**config.mk**
```make
export PLATFORM = sky130hd
export DESIGN_NAME = rv_fetch_unit_flat
export DESIGN_NICKNAME = d
export VERILOG_FILES = /design/src/rtl/rv_pkg.sv /design/src/rtl/rv_fetch_unit_if.sv /design/src/rtl/rv_fetch_fifo.sv /design/src/rtl/rv_fetch_unit.sv /design/src/flat_wrapper.sv
export SDC_FILE = /design/constraint.sdc
export NUM_CORES = 1
export LEC_CHECK = 0
export ABC_AREA = 0
export CAP_MARGIN = 10
export CORE_ASPECT_RATIO = 0.7
export CORE_MARGIN = 2
export CORE_UTILIZATION = 50
export DETAILED_ROUTE_END_ITERATION = 10
export GPL_ROUTABILITY_DRIVEN = 0
export HOLD_SLACK_MARGIN = 0.03
export PLACE_DENSITY = 0.72
export SYNTH_ARGS = -nofsm -noshare
export SYNTH_HDL_FRONTEND = slang
export SYNTH_SLANG_ARGS = --single-unit
```
**constraint.sdc**
```tcl
create_clock -name clk -period 2.73 [get_ports clk]
set_input_delay 0.273 -clock clk [delete_from_list [all_inputs] [get_ports clk]]
set_output_delay 0.273 -clock clk [all_outputs]
set_load 0.01 [all_outputs]
```
**src/rtl/rv_pkg.sv**
```systemverilog
// Shared RV32I definitions: major opcodes, funct3 encodings and a clog2 helper.
package rv_pkg;

    typedef enum logic [6:0] {
        OPC_R    = 7'b0110011,
        OPC_I    = 7'b0010011,
        OPC_L    = 7'b0000011,
        OPC_S    = 7'b0100011,
        OPC_B    = 7'b1100011,
        OPC_J    = 7'b1101111,
        OPC_JALR = 7'b1100111,
        OPC_HLT  = 7'b1010101
    } opcode_e;

    typedef enum logic [2:0] {
        F3_ADD  = 3'b000,
        F3_SLL  = 3'b001,
        F3_SLT  = 3'b010,
        F3_SLTU = 3'b011,
        F3_XOR  = 3'b100,
        F3_SR   = 3'b101,
        F3_OR   = 3'b110,
        F3_AND  = 3'b111
    } funct3_alu_e;

    typedef enum logic [2:0] {
        F3_BEQ  = 3'b000,
        F3_BNE  = 3'b001,
        F3_BLT  = 3'b100,
        F3_BGE  = 3'b101,
        F3_BLTU = 3'b110,
        F3_BGEU = 3'b111
    } funct3_br_e;

    // Elaboration-time ceil(log2(n)); returns 0 for n <= 1.
    function automatic int rv_clog2(input int n);
        int r;
        r = 0;
        for (int i = 0; i < 31; i++) begin
            if ((1 << i) < n) begin
                r = i + 1;
            end
        end
        return r;
    endfunction

endpackage

```
**src/rtl/rv_fetch_unit_if.sv**
```systemverilog
// Fetch-stage bus bundle: instruction memory port, EX redirect, decode handshake, halt flag.
interface rv_fetch_unit_if #(
    parameter int PC_W = 10,
    parameter int XLEN = 32
);
    logic            imem_req;
    logic [PC_W-1:0] imem_addr;
    logic [XLEN-1:0] imem_rdata;
    logic            redirect_valid;
    logic [PC_W-1:0] redirect_pc;
    logic            out_valid;
    logic            out_ready;
    logic [XLEN-1:0] out_ir;
    logic [PC_W-1:0] out_pc;
    logic [PC_W-1:0] out_npc;
    logic            halted;

    // The fetch unit itself.
    modport master (
        output imem_req, imem_addr, out_valid, out_ir, out_pc, out_npc, halted,
        input  imem_rdata, redirect_valid, redirect_pc, out_ready
    );

    // Memory, EX and decode side as seen from outside the fetch unit.
    modport slave (
        input  imem_req, imem_addr, out_valid, out_ir, out_pc, out_npc, halted,
        output imem_rdata, redirect_valid, redirect_pc, out_ready
    );
endinterface

```
**src/rtl/rv_fetch_fifo.sv**
```systemverilog
// Prefetch queue: synchronous FIFO with flush, head word readable without a pop.
module rv_fetch_fifo
    import rv_pkg::*;
#(
    parameter int W      = 42,
    parameter int QDEPTH = 4,
    localparam int AW    = rv_clog2(QDEPTH),
    localparam int CW    = AW + 1
) (
    input  logic          clk,
    input  logic          srst,
    input  logic          i_push,
    input  logic          i_pop,
    input  logic          i_flush,
    input  logic [W-1:0]  i_wdata,
    output logic [W-1:0]  o_rdata,
    output logic [CW-1:0] o_count,
    output logic          o_full,
    output logic          o_empty
);
    logic [W-1:0]  r_mem [QDEPTH];
    logic [AW-1:0] r_rd_ptr;
    logic [AW-1:0] r_wr_ptr;
    logic [CW-1:0] r_count;
    logic          w_do_push;
    logic          w_do_pop;

    assign o_empty   = (r_count == '0);
    assign o_full    = (r_count == CW'(QDEPTH));
    assign w_do_pop  = i_pop && !o_empty;
    // A push into a full queue is fine when the head leaves in the same cycle.
    assign w_do_push = i_push && (!o_full || w_do_pop);
    assign o_count   = r_count;
    // Head entry drives the consumer directly so a word is visible the cycle after its write.
    assign o_rdata   = r_mem[r_rd_ptr];

    // Pointer and occupancy update; flush empties the queue in one cycle.
    always_ff @(posedge clk) begin
        if (srst || i_flush) begin
            r_rd_ptr <= '0;
            r_wr_ptr <= '0;
            r_count  <= '0;
        end else begin
            if (w_do_push) begin
                r_wr_ptr <= r_wr_ptr + AW'(1);
            end
            if (w_do_pop) begin
                r_rd_ptr <= r_rd_ptr + AW'(1);
            end
            r_count <= r_count + CW'(w_do_push) - CW'(w_do_pop);
        end
    end

    // Storage array, no reset so it maps onto plain RAM.
    always_ff @(posedge clk) begin
        if (w_do_push) begin
            r_mem[r_wr_ptr] <= i_wdata;
        end
    end

endmodule

```
**src/rtl/rv_fetch_unit.sv**
```systemverilog
// RV32I fetch stage: PC sequencing, one-deep in-flight tracking, redirect flush and HLT stop.
module rv_fetch_unit
    import rv_pkg::*;
#(
    parameter int              PC_W     = 10,
    parameter int              XLEN     = 32,
    parameter int              QDEPTH   = 4,
    parameter logic [PC_W-1:0] RESET_PC = '0,
    parameter logic [6:0]      HLT_OP   = OPC_HLT
) (
    input logic             clk,
    input logic             start,
    rv_fetch_unit_if.master bus
);
    localparam int AW = rv_clog2(QDEPTH);
    localparam int CW = AW + 1;
    localparam int EW = PC_W + XLEN;

    logic [PC_W-1:0] r_pc;
    logic            r_inflight;
    logic [PC_W-1:0] r_inflight_pc;
    logic            r_halted;

    logic [EW-1:0]   w_head;
    logic [CW-1:0]   w_count;
    logic [CW-1:0]   w_occ;
    logic            w_full;
    logic            w_empty;
    logic            w_issue;
    logic            w_push;
    logic            w_pop;
    logic            w_hlt_in;
    logic [PC_W-1:0] w_head_pc;

    // Queued words plus the one still in memory must fit, so the queue can never overflow.
    assign w_occ   = w_count + CW'(r_inflight);
    assign w_issue = !start && !r_halted && !bus.redirect_valid && !w_full
                     && (w_occ < CW'(QDEPTH));

    // Requests are never issued in a redirect cycle, and a redirect in the return cycle
    // clears r_inflight, so r_inflight doubles as the epoch tag: a set flag with no
    // redirect now means the word belongs to the current path. Words issued in the
    // same cycle an HLT was enqueued come back while halted and are discarded.
    assign w_push   = r_inflight && !bus.redirect_valid && !r_halted && !start;
    assign w_pop    = !w_empty && bus.out_ready;
    assign w_hlt_in = w_push && (bus.imem_rdata[6:0] == HLT_OP);

    rv_fetch_fifo #(
        .W      (EW),
        .QDEPTH (QDEPTH)
    ) u_fifo (
        .clk     (clk),
        .srst    (start),
        .i_push  (w_push),
        .i_pop   (w_pop),
        .i_flush (bus.redirect_valid),
        .i_wdata ({r_inflight_pc, bus.imem_rdata}),
        .o_rdata (w_head),
        .o_count (w_count),
        .o_full  (w_full),
        .o_empty (w_empty)
    );

    // Fetch PC, in-flight tracking and halt flag; start beats redirect, redirect beats HLT.
    always_ff @(posedge clk) begin
        if (start) begin
            r_pc          <= RESET_PC;
            r_inflight    <= 1'b0;
            r_inflight_pc <= '0;
            r_halted      <= 1'b0;
        end else if (bus.redirect_valid) begin
            r_pc       <= bus.redirect_pc;
            r_inflight <= 1'b0;
            r_halted   <= 1'b0;
        end else begin
            r_inflight <= w_issue;
            if (w_issue) begin
                r_pc          <= r_pc + PC_W'(1);
                r_inflight_pc <= r_pc;
            end
            if (w_hlt_in) begin
                r_halted <= 1'b1;
            end
        end
    end

    assign w_head_pc     = w_head[EW-1:XLEN];
    assign bus.imem_req  = w_issue;
    assign bus.imem_addr = r_pc;
    assign bus.halted    = r_halted;
    assign bus.out_valid = !w_empty;
    // Zero the payload when nothing is valid so idle outputs are deterministic.
    assign bus.out_ir    = w_empty ? '0 : w_head[XLEN-1:0];
    assign bus.out_pc    = w_empty ? '0 : w_head_pc;
    assign bus.out_npc   = w_empty ? '0 : (w_head_pc + PC_W'(1));

endmodule
```
**src/flat_wrapper.sv**
```systemverilog
// flat-port wrapper written by rule: the top's interface ports become plain ports
module rv_fetch_unit_flat import rv_pkg::*;
#(
    parameter int              PC_W     = 10,
    parameter int              XLEN     = 32,
    parameter int              QDEPTH   = 4,
    parameter logic [PC_W-1:0] RESET_PC = '0,
    parameter logic [6:0]      HLT_OP   = OPC_HLT
)
  (clk, start, bus_imem_req, bus_imem_addr, bus_out_valid, bus_out_ir, bus_out_pc, bus_out_npc, bus_halted, bus_imem_rdata, bus_redirect_valid, bus_redirect_pc, bus_out_ready);
  rv_fetch_unit_if #(.PC_W(PC_W), .XLEN(XLEN)) bus_i ();
  input logic clk;
  input logic start;
  output wire logic [$bits(bus_i.imem_req)-1:0] bus_imem_req;
  output wire logic [$bits(bus_i.imem_addr)-1:0] bus_imem_addr;
  output wire logic [$bits(bus_i.out_valid)-1:0] bus_out_valid;
  output wire logic [$bits(bus_i.out_ir)-1:0] bus_out_ir;
  output wire logic [$bits(bus_i.out_pc)-1:0] bus_out_pc;
  output wire logic [$bits(bus_i.out_npc)-1:0] bus_out_npc;
  output wire logic [$bits(bus_i.halted)-1:0] bus_halted;
  input wire logic [$bits(bus_i.imem_rdata)-1:0] bus_imem_rdata;
  input wire logic [$bits(bus_i.redirect_valid)-1:0] bus_redirect_valid;
  input wire logic [$bits(bus_i.redirect_pc)-1:0] bus_redirect_pc;
  input wire logic [$bits(bus_i.out_ready)-1:0] bus_out_ready;
  assign bus_imem_req = bus_i.imem_req;
  assign bus_imem_addr = bus_i.imem_addr;
  assign bus_out_valid = bus_i.out_valid;
  assign bus_out_ir = bus_i.out_ir;
  assign bus_out_pc = bus_i.out_pc;
  assign bus_out_npc = bus_i.out_npc;
  assign bus_halted = bus_i.halted;
  assign bus_i.imem_rdata = bus_imem_rdata;
  assign bus_i.redirect_valid = bus_redirect_valid;
  assign bus_i.redirect_pc = bus_redirect_pc;
  assign bus_i.out_ready = bus_out_ready;
  rv_fetch_unit #(.PC_W(PC_W), .XLEN(XLEN), .QDEPTH(QDEPTH), .RESET_PC(RESET_PC), .HLT_OP(HLT_OP)) u_core (.clk(clk), .start(start), .bus(bus_i));
endmodule
```
==> reports/results.ini <==
[place]
dp_hpwl_um=9770
portBuffers=110
dp.cells=776

[global_routing]
antenna_found_initial=0
grt_usage=0.195
grt_pass1_wl_um=24500
grt_max_degree=45
grt-ovfl-total=0
grt_pass1_vias=4586

[critical_path]
cp_data_required_time_ns=2.46
path_class=flip-flop to primary output
crit_arrival_ns=2.38
r2r-end=u_core.u_fifo.o_count[2]$_SDFF_PP0_
rr_worst_depth=9
path_max_fanout=7
crit_family=multiplexers
cp_slowest_cell=mux4_2
worst-path-stages=4
path_buf_inv=1
worst-r2r-setup-slack_ns=0.52
crit_end=bus_out_npc[1]
crit_path_end_kind=primary output
cp_cell_sequence=mux4_2 > ha_2 > and2_1 > clkdlybuf4s50_1
timing.rr.start=u_core.u_fifo.o_count[2]$_SDFF_PP0_
slowest_delay_ns=0.56
startpoint_type=flip-flop

[floorplanning]
die_h_um=110
core_um2=15500
ios=111
die_w_um=155
die_area_um2=17000
std_cell_rows=38
initial_core_util=0.513

[cells_and_area]
multi_input_area_um2=2140
areaGrowthSynthToFinish_pct=26.6
seq_area_um2=5670
stdcell_count=818
fill_cells=1104
fin_nets=660
diodes=0
drive_above_1_share=0.193
final_core_util=0.649

[sta]
rsz0062_at_grt=yes
finalCriticalPeriod_ns=2.66
fin_skew_ns=0.00651
setup_viol=0
maxSlewViolCount=0
relSlewSlack=0.722
worst_pin_slew_ns=0.417
fin_crit_sh=0.973
fmax_ghz=0.376
finalHoldViolations=0

[logic_synthesis]
ys.flop_type=edfxtp_1
synth.lib_cells_used.distinct=43
ys_seq_area_frac=0.711
ys_warn_count=0
syn_area_um2=7970
synth_enable_flop_cells=168
synth_fp_nets=526
async_flop_share=0
postSynthCellCount=471
syn_avg_cell_area_um2=16.9
synth-seq-cells=199

[pwr]
p_leak_nw=3.38
ir_drop_mv=0.360
p_per_area_nw_per_um2=612

[clock_tree]
clk_pin_slew_ns=0.07
cts_buffers=17
hold_buffers=0
cts.htree.levels=4
cts.sinks=199
cts_tree=done
insertion_delay_ns=0.42
cts_buffer_depth=2
cts-root-buf=clkbuf_16

[hold_path]
hp-class=input port to flip-flop
holdPathStages=3

[route]
wire_per_inst_um=19.2
routed_wl_um=15700
antenna_left=0
via_count=4418
drt_iter0_markers=334
vias_per_cell=5.40
remaining_drc_errors=0
firstDrtPassIters=4

[run]
drv_cap=0

[run_status]
status=finished clean

-- what timing repair did --
action	in CTS	in global routing
gates cloned	0	1
resized for setup	15	12
pin swaps	0	1
buffers inserted	6	3
endpoints found under the setup margin	30	17
-- flip-flops by register name, indices dropped and copies added (netlist names), named ones only --
name,flops
u_core.bus.halted,1
u_core.bus.imem_addr,10
u_core.r_inflight,1
u_core.r_inflight_pc,10
u_core.u_fifo.o_count,3
u_core.u_fifo.r_mem,168
u_core.u_fifo.r_rd_ptr,2
u_core.u_fifo.r_wr_ptr,2
-- worst min path at each step --
stage                                               from                              endpoint  slack, ns
floorplan                              bus_imem_rdata[0]   u_core.u_fifo.r_mem[0][0]$_DFFE_PP_       0.37
global placement    u_core.r_inflight_pc[1]$_SDFFE_PP0P_  u_core.u_fifo.r_mem[0][33]$_DFFE_PP_       0.48
detailed placement  u_core.r_inflight_pc[3]$_SDFFE_PP0P_  u_core.r_inflight_pc[3]$_SDFFE_PP0P_       0.49
CTS                                   bus_redirect_pc[4]  u_core.bus.imem_addr[4]$_SDFFE_PP0P_       0.41
global route                          bus_redirect_pc[6]  u_core.bus.imem_addr[6]$_SDFFE_PP0P_       0.44
finish                                bus_redirect_pc[4]  u_core.bus.imem_addr[4]$_SDFFE_PP0P_       0.43
-- final cells by class --
| class | instances | share of cell area |
|---|---|---|
| clock buffer | 28 | 0.0573 |
| clock inverter | 4 | 0.00223 |
| inverter | 15 | 0.00558 |
| multi-input combinational | 234 | 0.212 |
| sequential | 199 | 0.562 |
| tap | 200 | 0.0248 |
| timing repair buffer | 138 | 0.136 |
-- Yosys cell counts, types with 2 or more instances --
library cell / instances / share of area
nand2_1: 29 / 0.014
mux2i_1: 2 / 0.0025
buf_2: 7 / 0.0044
edfxtp_1: 168 / 0.63
nor2_1: 26 / 0.012
buf_1: 5 / 0.0024
and3_1: 3 / 0.0024
dfxtp_1: 31 / 0.078
clkbuf_1: 9 / 0.0042
xnor2_1: 6 / 0.0066
nand3_1: 3 / 0.0019
or3_1: 2 / 0.0016
inv_1: 15 / 0.0071
mux4_1: 2 / 0.0066
a32oi_1: 2 / 0.0022
mux2_2: 2 / 0.0028
a21oi_1: 16 / 0.010
xor2_1: 8 / 0.0088
ha_1: 8 / 0.013
and2_1: 49 / 0.038
nand4_1: 6 / 0.0047
mux4_2: 40 / 0.11
a31oi_1: 6 / 0.0047
and2_0: 2 / 0.0016
o21ai_0: 5 / 0.0031
nor3_1: 2 / 0.0013
-- worst reg2reg max path, delay by kind of cell (launching register included) --
| family | cells | cell delay, ns |
|---|---|---|
| buffers and inverters | 2 | 0.10 |
| XOR/XNOR | 1 | 0.17 |
| flip-flops | 1 | 0.44 |
| AND/OR/NAND/NOR | 3 | 0.71 |
| adder cells (fa/ha/maj) | 3 | 0.68 |
-- metrics by stage --
| step | total power, mW | worst slack [ns] | setup TNS, ns | hold slack, ns | instance area [um^2] |
|---|---|---|---|---|---|
| floorplan | 3.55 | 0.350 | 0 | 0.372 | 7970 |
| global placement | 3.76 | 0.191 | 0 | 0.480 | 9380 |
| detailed placement | 3.76 | 0.162 | 0 | 0.493 | 9380 |
| CTS | 6.22 | 0.0114 | 0 | 0.412 | 10000 |
| global route | 6.37 | -0.00432 | -0.00725 | 0.436 | 10100 |
| finish | 6.17 | 0.0739 | 0 | 0.425 | 10100 |
-- logic make-up after synthesis --
group | synth area share
AOI/OAI and AO/OA | 0.0237
xor gates and xnor gates | 0.0154
adders and majority gates | 0.0151
buffers and inverters | 0.0220
DFF | 0.711
muxes | 0.125
and+or+nand+nor | 0.0884
-- power by group --
group / leakage (nW) / internal, mW / switching, mW
sequential: 1.79 / 3.31 / 0.0283
combinational: 1.28 / 0.195 / 0.163
clock: 0.311 / 1.45 / 1.02
total: 3.38 / 4.96 / 1.21
-- layout by cell type, fill, tap and decap left out, drive strengths merged, types with 8 or more instances in the layout --
cell type and count:
a21oi 16, and2 51, buf 27, clkbuf 31
clkdlybuf4s50 102, dfxtp 31, edfxtp 168, ha 8
inv 17, mux4 42, nand2 29, nor2 27
xor2 8
-- layer usage --
metal / GRT usage / part of all wire
met1: 0.264 / 0.47
met2: 0.316 / 0.48
met3: 0.0568 / 0.049
met4: 0.0476 / 0.0048
met5: 0 / 0
(Power assumes the default switching activity.)
